**src/rtl/sram_bist_pkg.sv**
```systemverilog
// sram_bist_pkg
// Shared types and constants for the March C- BIST controller (sram_1p_march_bist).
//   bist_state_t : controller FSM states
//   elem_idx_t   : march element index (E0..E5)
//   MARCH_TABLE  : per element: address order, op count, op kind, data polarity
//   BG_PASS0/1   : data backgrounds, sliced to the macro width by the user
//                  (BG_PASS1 is only used when SRAM_BIST_ALT_BACKGROUND_EN is defined)
// Data widths up to 64 bits are supported by the background constants.
package sram_bist_pkg;

    typedef enum logic [1:0] {
        IDLE  = 2'd0,
        RUN   = 2'd1,
        DRAIN = 2'd2,
        DONE  = 2'd3
    } bist_state_t;

    typedef logic [2:0] elem_idx_t;

    localparam elem_idx_t LAST_ELEM = 3'd5;

    // Bit i of wr/inv describes op i at one address.
    typedef struct packed {
        logic       down;     // 1: addresses N-1..0, 0: 0..N-1
        logic       two_ops;  // 1: two ops per address, 0: one op
        logic [1:0] wr;       // 1: write, 0: read
        logic [1:0] inv;      // 1: data is ~B, 0: data is B
    } march_elem_t;

    // Indexed by the full 3-bit element index; the last two rows are never reached.
    localparam march_elem_t MARCH_TABLE [8] = '{
        '{down: 1'b0, two_ops: 1'b0, wr: 2'b01, inv: 2'b00},  // E0 up   (wB)
        '{down: 1'b0, two_ops: 1'b1, wr: 2'b10, inv: 2'b10},  // E1 up   (rB,  w~B)
        '{down: 1'b0, two_ops: 1'b1, wr: 2'b10, inv: 2'b01},  // E2 up   (r~B, wB)
        '{down: 1'b1, two_ops: 1'b1, wr: 2'b10, inv: 2'b10},  // E3 down (rB,  w~B)
        '{down: 1'b1, two_ops: 1'b1, wr: 2'b10, inv: 2'b01},  // E4 down (r~B, wB)
        '{down: 1'b0, two_ops: 1'b0, wr: 2'b00, inv: 2'b00},  // E5 up   (rB)
        '0,
        '0
    };

    localparam logic [63:0] BG_PASS0 = 64'h0;
    localparam logic [63:0] BG_PASS1 = {32{2'b01}};

endpackage

```
**src/rtl/sram_bist_cmp.sv**
```systemverilog
// sram_bist_cmp
// Read-compare stage of the March BIST: registers each issued read (address and
// expected data), compares the macro's read data one cycle later, keeps the first
// failing address/syndrome and a saturating miscompare count.
//   clk, rst   : clock, asynchronous active-high reset
//   clr        : synchronous clear of pipeline and results (start of a run)
//   rd_en      : a read is being sampled by the macro at this edge
//   rd_addr    : address of that read
//   rd_exp     : data that read must return
//   dout       : macro read data (valid the cycle after the read)
//   fail       : sticky miscompare flag
//   fail_addr  : address of the first miscompare
//   fail_data  : syndrome (dout ^ expected) of the first miscompare
//   fail_cnt   : miscompare count, saturating at all-ones
module sram_bist_cmp
    import sram_bist_pkg::*;
#(
    parameter int P_DATA_WIDTH     = 16,
    parameter int P_ADDR_WIDTH     = 12,
    parameter int P_FAIL_CNT_WIDTH = 8
) (
    input  logic                        clk,
    input  logic                        rst,
    input  logic                        clr,
    input  logic                        rd_en,
    input  logic [P_ADDR_WIDTH-1:0]     rd_addr,
    input  logic [P_DATA_WIDTH-1:0]     rd_exp,
    input  logic [P_DATA_WIDTH-1:0]     dout,
    output logic                        fail,
    output logic [P_ADDR_WIDTH-1:0]     fail_addr,
    output logic [P_DATA_WIDTH-1:0]     fail_data,
    output logic [P_FAIL_CNT_WIDTH-1:0] fail_cnt
);

    logic                    vld_q;
    logic [P_ADDR_WIDTH-1:0] addr_q;
    logic [P_DATA_WIDTH-1:0] exp_q;
    logic [P_DATA_WIDTH-1:0] syndrome;
    logic                    miscompare;

    assign syndrome   = dout ^ exp_q;
    assign miscompare = vld_q && (syndrome != '0);

    always_ff @(posedge clk or posedge rst) begin
        if (rst) begin
            vld_q     <= 1'b0;
            addr_q    <= '0;
            exp_q     <= '0;
            fail      <= 1'b0;
            fail_addr <= '0;
            fail_data <= '0;
            fail_cnt  <= '0;
        end else if (clr) begin
            vld_q     <= 1'b0;
            fail      <= 1'b0;
            fail_addr <= '0;
            fail_data <= '0;
            fail_cnt  <= '0;
        end else begin
            // NOTE: non-blocking assignments so every register here sees the
            // pre-edge value of the others (fail is tested before it is set).
            vld_q  <= rd_en;
            addr_q <= rd_addr;
            exp_q  <= rd_exp;
            if (miscompare) begin
                fail <= 1'b1;
                if (!fail) begin
                    fail_addr <= addr_q;
                    fail_data <= syndrome;
                end
                if (fail_cnt != '1) begin
                    fail_cnt <= fail_cnt + 1'b1;
                end
            end
        end
    end

endmodule

```
**src/rtl/sram_1p_march_bist.sv**
```systemverilog
// sram_1p_march_bist
// March C- BIST controller for single-port SRAM macros with a BIST port.
// Runs E0 up(wB) E1 up(rB,w~B) E2 up(r~B,wB) E3 down(rB,w~B) E4 down(r~B,wB)
// E5 up(rB), one op per cycle, and reports pass/fail, first failing address,
// its syndrome and a saturating failure count.
// Optional feature macro: SRAM_BIST_ALT_BACKGROUND_EN -- when defined a second
// pass with background 0101..01 follows pass 0 immediately.
// Ports:
//   A_BIST_CLK, A_BIST_RST : clock, asynchronous active-high reset
//   BIST_START             : start request (accepted in IDLE/DONE)
//   A_DOUT                 : macro read data
//   A_BIST_EN/MEN/WEN/REN  : macro port select and strobes
//   A_BIST_ADDR/DIN/BM     : macro address, write data, bit mask
//   BIST_BUSY, BIST_DONE   : test running / finished
//   BIST_FAIL, BIST_FAIL_ADDR, BIST_FAIL_DATA, BIST_FAIL_CNT : results
module sram_1p_march_bist
    import sram_bist_pkg::*;
#(
    parameter int P_DATA_WIDTH     = 16,
    parameter int P_ADDR_WIDTH     = 12,
    parameter int P_FAIL_CNT_WIDTH = 8
) (
    input  logic                        A_BIST_CLK,
    input  logic                        A_BIST_RST,
    input  logic                        BIST_START,
    input  logic [P_DATA_WIDTH-1:0]     A_DOUT,
    output logic                        A_BIST_EN,
    output logic                        A_BIST_MEN,
    output logic                        A_BIST_WEN,
    output logic                        A_BIST_REN,
    output logic [P_ADDR_WIDTH-1:0]     A_BIST_ADDR,
    output logic [P_DATA_WIDTH-1:0]     A_BIST_DIN,
    output logic [P_DATA_WIDTH-1:0]     A_BIST_BM,
    output logic                        BIST_BUSY,
    output logic                        BIST_DONE,
    output logic                        BIST_FAIL,
    output logic [P_ADDR_WIDTH-1:0]     BIST_FAIL_ADDR,
    output logic [P_DATA_WIDTH-1:0]     BIST_FAIL_DATA,
    output logic [P_FAIL_CNT_WIDTH-1:0] BIST_FAIL_CNT
);

    localparam logic [P_DATA_WIDTH-1:0] BG0 = BG_PASS0[P_DATA_WIDTH-1:0];
`ifdef SRAM_BIST_ALT_BACKGROUND_EN
    localparam logic [P_DATA_WIDTH-1:0] BG1 = BG_PASS1[P_DATA_WIDTH-1:0];
`endif

    // Counters describe the op currently presented on the macro port.
    bist_state_t             state_q, state_d;
    elem_idx_t               elem_q, elem_d;
    logic                    op_q, op_d;
    logic [P_ADDR_WIDTH-1:0] addr_q, addr_d;
`ifdef SRAM_BIST_ALT_BACKGROUND_EN
    logic                    pass_q, pass_d;
`endif

    logic                    start_run;
    logic                    last_addr;
    logic                    present;
    logic                    is_wr;
    logic [P_DATA_WIDTH-1:0] bg;
    logic [P_DATA_WIDTH-1:0] pattern;
    logic [P_DATA_WIDTH-1:0] exp_q;

    // Next-state and next-op decode; the output registers load the decode of the
    // next op so the macro sees each op one full cycle before it samples it.
    always_comb begin
        // NOTE: defaults first so no path leaves a signal unassigned (no latches).
        state_d   = state_q;
        elem_d    = elem_q;
        op_d      = op_q;
        addr_d    = addr_q;
`ifdef SRAM_BIST_ALT_BACKGROUND_EN
        pass_d    = pass_q;
`endif
        start_run = 1'b0;
        last_addr = MARCH_TABLE[elem_q].down ? (addr_q == '0) : (addr_q == '1);

        case (state_q)
            IDLE, DONE: begin
                if (BIST_START) begin
                    state_d   = RUN;
                    elem_d    = '0;
                    op_d      = 1'b0;
                    addr_d    = '0;
`ifdef SRAM_BIST_ALT_BACKGROUND_EN
                    pass_d    = 1'b0;
`endif
                    start_run = 1'b1;
                end
            end
            RUN: begin
                if (MARCH_TABLE[elem_q].two_ops && !op_q) begin
                    op_d = 1'b1;
                end else if (!last_addr) begin
                    op_d   = 1'b0;
                    addr_d = MARCH_TABLE[elem_q].down ? addr_q - 1'b1 : addr_q + 1'b1;
                end else if (elem_q != LAST_ELEM) begin
                    // Element boundary: no idle cycle, address restarts at the
                    // end the new element's direction begins from.
                    elem_d = elem_q + 3'd1;
                    op_d   = 1'b0;
                    addr_d = MARCH_TABLE[elem_d].down ? '1 : '0;
`ifdef SRAM_BIST_ALT_BACKGROUND_EN
                end else if (!pass_q) begin
                    pass_d = 1'b1;
                    elem_d = '0;
                    op_d   = 1'b0;
                    addr_d = '0;
`endif
                end else begin
                    state_d = DRAIN;
                end
            end
            DRAIN:   state_d = DONE;
            default: state_d = IDLE;
        endcase

        present = (state_d == RUN);
        is_wr   = MARCH_TABLE[elem_d].wr[op_d];
`ifdef SRAM_BIST_ALT_BACKGROUND_EN
        bg      = pass_d ? BG1 : BG0;
`else
        bg      = BG0;
`endif
        pattern = MARCH_TABLE[elem_d].inv[op_d] ? ~bg : bg;
    end

    always_ff @(posedge A_BIST_CLK or posedge A_BIST_RST) begin
        if (A_BIST_RST) begin
            state_q     <= IDLE;
            elem_q      <= '0;
            op_q        <= 1'b0;
            addr_q      <= '0;
`ifdef SRAM_BIST_ALT_BACKGROUND_EN
            pass_q      <= 1'b0;
`endif
            A_BIST_EN   <= 1'b0;
            A_BIST_MEN  <= 1'b0;
            A_BIST_WEN  <= 1'b0;
            A_BIST_REN  <= 1'b0;
            A_BIST_ADDR <= '0;
            A_BIST_DIN  <= '0;
            A_BIST_BM   <= '0;
            exp_q       <= '0;
            BIST_BUSY   <= 1'b0;
            BIST_DONE   <= 1'b0;
        end else begin
            state_q     <= state_d;
            elem_q      <= elem_d;
            op_q        <= op_d;
            addr_q      <= addr_d;
`ifdef SRAM_BIST_ALT_BACKGROUND_EN
            pass_q      <= pass_d;
`endif
            A_BIST_EN   <= present;
            A_BIST_MEN  <= present;
            A_BIST_WEN  <= present && is_wr;
            A_BIST_REN  <= present && !is_wr;
            A_BIST_ADDR <= present ? addr_d : '0;
            A_BIST_DIN  <= (present && is_wr) ? pattern : '0;
            A_BIST_BM   <= {P_DATA_WIDTH{present}};
            exp_q       <= pattern;
            BIST_BUSY   <= (state_d == RUN) || (state_d == DRAIN);
            BIST_DONE   <= (state_d == DONE);
        end
    end

    sram_bist_cmp #(
        .P_DATA_WIDTH    (P_DATA_WIDTH),
        .P_ADDR_WIDTH    (P_ADDR_WIDTH),
        .P_FAIL_CNT_WIDTH(P_FAIL_CNT_WIDTH)
    ) u_cmp (
        .clk      (A_BIST_CLK),
        .rst      (A_BIST_RST),
        .clr      (start_run),
        .rd_en    (A_BIST_REN),
        .rd_addr  (A_BIST_ADDR),
        .rd_exp   (exp_q),
        .dout     (A_DOUT),
        .fail     (BIST_FAIL),
        .fail_addr(BIST_FAIL_ADDR),
        .fail_data(BIST_FAIL_DATA),
        .fail_cnt (BIST_FAIL_CNT)
    );

endmodule

```
**config.mk**
```make
export PLATFORM = sky130hd
export DESIGN_NAME = sram_1p_march_bist
export DESIGN_NICKNAME = d
export VERILOG_FILES = /design/src/rtl/sram_bist_pkg.sv /design/src/rtl/sram_bist_cmp.sv /design/src/rtl/sram_1p_march_bist.sv
export SDC_FILE = /design/constraint.sdc
export NUM_CORES = 1
export LEC_CHECK = 0
export CORE_ASPECT_RATIO = 0.5
export CORE_MARGIN = 2
export CORE_UTILIZATION = 35
export DETAILED_ROUTE_END_ITERATION = 7
export HOLD_SLACK_MARGIN = 0.03
export PLACE_DENSITY_LB_ADDON = 0.12
export SLEW_MARGIN = 20
export SYNTH_ARGS = -nofsm -noshare
export SYNTH_HDL_FRONTEND = slang
export SYNTH_SLANG_ARGS = --single-unit
```
**constraint.sdc**
```tcl
create_clock -name A_BIST_CLK -period 5.7 [get_ports A_BIST_CLK]
set_input_delay 1.14 -clock A_BIST_CLK [delete_from_list [all_inputs] [get_ports A_BIST_CLK]]
set_output_delay 1.14 -clock A_BIST_CLK [all_outputs]
set_load 0.01 [all_outputs]
```
# [Yosys cells after proc, flatten, opt, wreduce, memory -nomap -nowiden]
# Memories as Yosys holds them, arrays and structs flattened.
# Index checks and enable logic that the tools add are counted.
[word_totals] ff_bits=134 rom_bits=144 output_inout_bits=87 wordCells=110 mem_count=3
[memory_table] memory="(name not given)" depth=8 word_bits=6 rd=1 rd_clocked_by_memory_dff=0 wr=0 line_no="sram_1p_march_bist.sv:125" text="pattern = MARCH_TABLE[elem_d].inv[op_d] ? ~bg : bg;"
[memory_table] memory="(name not given)" depth=8 word_bits=6 rd=1 rd_clocked_by_memory_dff=0 wr=0 line_no="sram_1p_march_bist.sv:102" text="addr_d = MARCH_TABLE[elem_d].down ? '1 : '0;"
[memory_table] memory="(name not given)" depth=8 word_bits=6 rd=1 rd_clocked_by_memory_dff=0 wr=0 line_no="sram_1p_march_bist.sv:96" text="addr_d = MARCH_TABLE[elem_q].down ? addr_q - 1'b1 : addr_q + 1'b1;"
[classes] add_sub_neg=4 magnitude_cmp=4 eq_ne=10 muxes=50 bitwise_logic=4 reduce_logical=15
[op_table] op="$mux 12" count=10
[op_table] op="$mux 16" count=5
[op_table] op="$mux 6" count=4
[op_table] op="$mux 8" count=3
[op_table] op="$pmux 12 s2" count=1
[op_table] op="$reduce_bool 16->1" count=1
[op_table] op="$xor 16x16->16" count=1
[op_table] op="$mux 1" count=14
[op_table] op="$add 12x1->12 const B" count=1
[op_table] op="$eq 12x12->1 const B" count=1
[op_table] op="$ge 4x4->1 const B" count=3
[op_table] op="$logic_not 12->1" count=1
[op_table] op="$mux 3" count=4
[op_table] op="$not 3->4" count=3
[op_table] op="$sub 12x1->12 const B" count=1
[op_table] op="$add 8x1->8 const B" count=1
[op_table] op="$eq 2x2->1 const B" count=4
[op_table] op="$mux 2" count=4
[op_table] op="$mux 4" count=2
[op_table] op="$ne 8x8->1 const B" count=1
[op_table] op="$pmux 2 s3" count=1
[op_table] op="$pmux 3 s2" count=1
[op_table] op="$eq 2x1->1 const B" count=2
[op_table] op="$logic_and 1x1->1" count=4
[op_table] op="other kinds (11)" count=14

# [Depth between registers and ports, before layout]
[depth] word_depth=16 depth_mapped=12 ltp_nobuf=12

# [Cells and area by module]
# Synthesis repeated with hierarchy kept, for this count alone.
[unflattened] hier_cells=525 hier_area_um2=5594.1
[modules_own_cells] module="sram_bist_cmp" instances=1 cells_each=231 area_per_inst_um2=2880.3 seq_area_each_um2=1651.6
[modules_own_cells] module="sram_1p_march_bist" instances=1 cells_each=294 area_per_inst_um2=2713.9 seq_area_each_um2=925.9

# [Least setup slack after synthesis]
# Ideal clock, no wire load.
[synth_path] path_type="reg-to-reg" start="register elem_q[0]" end="register A_BIST_ADDR[9]" arrival_time_ns=3.081 required_ns=5.581 slack_ns=2.500 stages_incl_launch_ff=12 n_path_buf=0 period_less_slack_ns=3.200 path_cell_list="dfrtp_1 > inv_1 > ha_1 > mux2_4 > ha_1 > a211oi_1 > o21bai_1 > a2111oi_0 > o311ai_0 > xnor2_1 > a221o_1 > and2_1"
[synth_via] elab_chain_cells=11
[synth_rtl] element="from (decl)" line_no="sram_1p_march_bist.sv:49" text="elem_idx_t elem_q, elem_d;"
[synth_rtl] element="from (signal assigned)" line_no="sram_1p_march_bist.sv:149" text="elem_q <= elem_d;"
[synth_rtl] element="$add 3x1->3" line_no="sram_1p_march_bist.sv:100" text="elem_d = elem_q + 3'd1;"
[synth_rtl] element="$not 3->4 (not written as such)" line_no="sram_1p_march_bist.sv:102"
[synth_rtl] element="$mem_v2 8x6"
[synth_rtl] element="$mux 6 (not written as such) (2 in series)" line_no="sram_1p_march_bist.sv:102"
[synth_rtl] element="$mux 12" line_no="sram_1p_march_bist.sv:102"
[synth_rtl] element="$mux 12" line_no="sram_1p_march_bist.sv:97" text="end else if (elem_q != LAST_ELEM) begin"
[synth_rtl] element="$mux 12" line_no="sram_1p_march_bist.sv:94" text="end else if (!last_addr) begin"
[synth_rtl] element="$mux 12 *" line_no="sram_1p_march_bist.sv:92" text="if (MARCH_TABLE[elem_q].two_ops && !op_q) begin"
[synth_rtl] element="$pmux 12 s2 *" line_no="sram_1p_march_bist.sv:78" text="case (state_q)"
[synth_rtl] element="via addr_d[9]" line_no="sram_1p_march_bist.sv:51" text="logic [P_ADDR_WIDTH-1:0] addr_q, addr_d;"
[synth_rtl] element="$mux 12 *" line_no="sram_1p_march_bist.sv:159" text="A_BIST_ADDR <= present ? addr_d : '0;"
[synth_rtl] element="to (signal assigned)" line_no="sram_1p_march_bist.sv:159"
[synth_rtl] element="to (decl)" line_no="sram_1p_march_bist.sv:31" text="output logic [P_ADDR_WIDTH-1:0] A_BIST_ADDR,"
# Mark *: on every way through the listed nets, which the timed path passes. The rest lies on a longest branch. The select of a mux whose other input is x is not followed.
# A chain may end at the register's enable or synchronous reset.

# [Final worst setup path]
[layout_path] start="register elem_q[0]" end="register A_BIST_ADDR[11]"
[layout_via] elab_chain_cells=11
[layout_rtl] element="$add 3x1->3" line_no="sram_1p_march_bist.sv:100"
[layout_rtl] element="$not 3->4 (not written as such)" line_no="sram_1p_march_bist.sv:102"
[layout_rtl] element="$mem_v2 8x6"
[layout_rtl] element="$mux 6 (not written as such) (2 in series)" line_no="sram_1p_march_bist.sv:102"
[layout_rtl] element="$mux 12" line_no="sram_1p_march_bist.sv:102"
[layout_rtl] element="$mux 12" line_no="sram_1p_march_bist.sv:97"
[layout_rtl] element="$mux 12" line_no="sram_1p_march_bist.sv:94"
[layout_rtl] element="$mux 12" line_no="sram_1p_march_bist.sv:92"
[layout_rtl] element="$pmux 12 s2" line_no="sram_1p_march_bist.sv:78"
[layout_rtl] element="$mux 12 *" line_no="sram_1p_march_bist.sv:159"
# Every way passes the cells marked *; elsewhere a longest branch is shown, timed or not. The select of a mux whose other input is x is not followed.

==> summary.txt <==
Clock network
  – Clock Latency Late Sink: 0.33 ns
  – CTS tree: done
  – Post_cts resized: 0
  – Total number of clock tree sinks: 88
  – CTS H-tree lvls: 3
  – Inserted Clock Buffers: 9
  – Clock-pin slew on the worst setup and hold paths: 0.06 ns
  – Root Buffer: clkbuf_16
  – # hold bufs at CTS: 0
  – Clock Tree Buf Depth: 2
  – Post-CTS Repair Setup Buffers: 0

Synthesis
  – Syn_area_per_cell: 10.2 sq um
  – Post-synth top cells: dfrtp_1 (88), nor2_1 (66), buf_4 (33)
  – Top cell type's share of synthesized area: 44.5%
  – Ys flop type: dfrtp_1
  – Area contributors post-synth: dfrtp_1 (45%), ha_1 (5.1%), buf_4 (5.0%)
  – Netlist cell types: 62
  – Post-synth EDFFs: 0
  – Mapped Area: 4950 sq um
  – Synthesis Warnings: 0
  – Post-synth top area cell: dfrtp_1
  – Share of synthesized registers carrying an async set or reset: 100%
  – Net Count, Synth: 523
  – Register area share after synthesis: 44.5%
  – Yosys reg bits: 88
  – Synth Instances: 483
  – Top-count cell post-synth: dfrtp_1

Global route
  – Initial antenna violation count: 0
  – First-pass GRT wire length: 18700 um
  – Grt ovf: 0
  – Vias in the first global route: 3550
  – Pin count of the biggest net entering global routing: 55
  – Tot GR Track Use: 15.9%

Route
  – First-pass DRT Iterations: 4
  – DR vias: 3685
  – Wire length per cell: 15.8 um
  – DRC errors left: 0
  – Via density: 4.95
  – Routed Antenna Nets: 0
  – Post-Route WL: 11800 um
  – Iteration-0 DRC Markers: 237

Timing
  – Fmax: 271 MHz
  – Final setup vio count: 0
  – Worst Clk Skew: 0.00443 ns
  – Worst setup margin: 2.02 ns
  – RSZ-0062 raised after global routing: false
  – Tightest Pin Transition: 1.06 ns
  – Minimum clock period: 3.68 ns
  – Final hold viol count: 0
  – Setup TNS: 0 ns
  – Slew Limit Headroom: 29.2%
  – Slew Viols, Final: 0
  – Final period util: 64.6%

Placement
  – Count of buffers from port buffering: 105
  – Place WS: 1.97 ns
  – Dpl hpwl: 8450 um
  – Dpl cells: 731
  – Cell Area, Placed: 5930 sq um
  – Routability Congestion: 0.857

Critical path
  – CP max-delay cell: a2111oi_0
  – Crit path max fanout: 14
  – Critical path, cell by cell: inv_1 -> ha_1 -> mux2_4 -> ha_1 -> o21ai_0 -> o21bai_1 -> a2111oi_0 -> nor3_1 -> o31ai_1 -> a41oi_1 -> a21oi_1
  – Startpoint Class: flip-flop
  – CP delay by family, top: compound AO/OA/AOI/OAI gates
  – Crit-path max cell delay: 0.76 ns
  – CP Data Required Time: 5.91 ns
  – Buf/Inv on CP: 1
  – CP Class: flip-flop to flip-flop
  – CP Data Arrival Time: 3.89 ns
  – Crit. End Element: flip-flop
  – Critical path's most frequent cell: ha_1

Floorplanning
  – Core Region: 13700 sq um
  – DIE AREA: 15200 sq um
  – Initial Util: 36.2%
  – Top Ports: 106
  – Row cnt: 30
  – Height of the die: 88.1 um
  – Die outline width: 172 um

Finish
  – Antenna Cells: 0
  – Post-Layout Inst Area: 6220 sq um
  – Nets: 591
  – Layout Utilization: 45.5%
  – Layout cells sized above 1: 7.41%
  – Final std cells w/o fill: 745
  – Layout area overhead: 25.7%
  – Filler cell count: 1318

Run
  – Max Cap Violations: 0

Min path
  – Hold Path Class: flip-flop to flip-flop

Power and ir drop
  – Static Leak: 2.67 nW
  – Pwr dens: 288 nW/um^2
  – Peak supply drop: 0.154 mV

Run status
  – Status: finished, final reports clean
state kept, by name (all words and copies together) (netlist names), 2 cells and up:
name             flops
u_cmp.addr_q        12
elem_q               3
u_cmp.fail_data     16
state_q              2
addr_q              12
u_cmp.fail_addr     12
A_BIST_ADDR         12
u_cmp.fail_cnt       8
per-layer routing:
metal | global-route usage, % | share of wire (%) | vias up
met1 | 21.8 | 48 | 1784
met2 | 25.6 | 46 | 72
met3 | 3.71 | 4.7 | 7
li1 | - | - | 1822
met4 | 4.13 | 0.88 | 0
met5 | 0 | 0 | -
final cells by class:
type	count	area (sq um)	share of cell area, %
multi-input cells	328	2360	38.0
flip-flops and latches	88	2200	35.4
repair buffers	107	1090	17.5
clock buffers	12	256	4.12
well taps	192	240	3.86
inverters	17	66.3	1.07
clock inverters	1	5.00	0.0805
worst paths after layout:
kind	start	endpoint	slack (ns)	depth (start not counted)
max in group asynchronous	A_BIST_RST	A_BIST_ADDR[11]	3.50	3
min	exp_q[14]	u_cmp.exp_q[14]	0.48	1
max	elem_q[0]	A_BIST_ADDR[11]	2.02	11
min reg2reg	exp_q[14]	u_cmp.exp_q[14]	0.48	1
min in group asynchronous	A_BIST_RST	u_cmp.fail_cnt[0]	1.27	2
max reg2reg	elem_q[0]	A_BIST_ADDR[11]	2.02	11
placed cells by master (no fill, tap or decap), drive strengths merged, types with 14 or more instances in the layout:
cell,instances
mux2i,17
xnor2,23
nand2,14
inv,17
nor2,66
dfrtp,88
a211oi,23
mux2,15
clkdlybuf4s50,105
a21oi,17
ha,20
where the power goes:
| group | internal, mW | switching, mW |
|---|---|---|
| Combinational | 0.249 | 0.294 |
| Sequential | 0.667 | 0.0472 |
| Clock | 0.311 | 0.222 |
| Total | 1.23 | 0.563 |
logic make-up after synthesis:
group | count (synthesis) | synth area share (%)
and+or+nand+nor | 144 | 14.3
AOI/OAI and AO/OA | 96 | 14.7
DFF | 88 | 44.5
buffers and inverters | 67 | 7.94
xor gates and xnor gates | 35 | 6.19
muxes | 32 | 6.93
adders and majority gates | 21 | 5.46
through the flow:
stage	hold slack [ns]	total power, mW
floorplan	0.456	1.09
global placement	0.470	1.27
detailed placement	0.472	1.27
CTS	0.486	1.81
global route	0.493	1.89
finish	0.480	1.79
worst register-to-register path, delay by kind of cell (launching register included):
| family | cells | cell delay (ns) |
|---|---|---|
| adders and majority gates | 2 | 0.59 |
| DFF | 1 | 0.42 |
| and+or+nand+nor | 1 | 0.15 |
| muxes | 1 | 0.36 |
| AOI/OAI and AO/OA | 6 | 1.92 |
| buffers and inverters | 1 | 0.11 |
(Power assumes the default switching activity.)
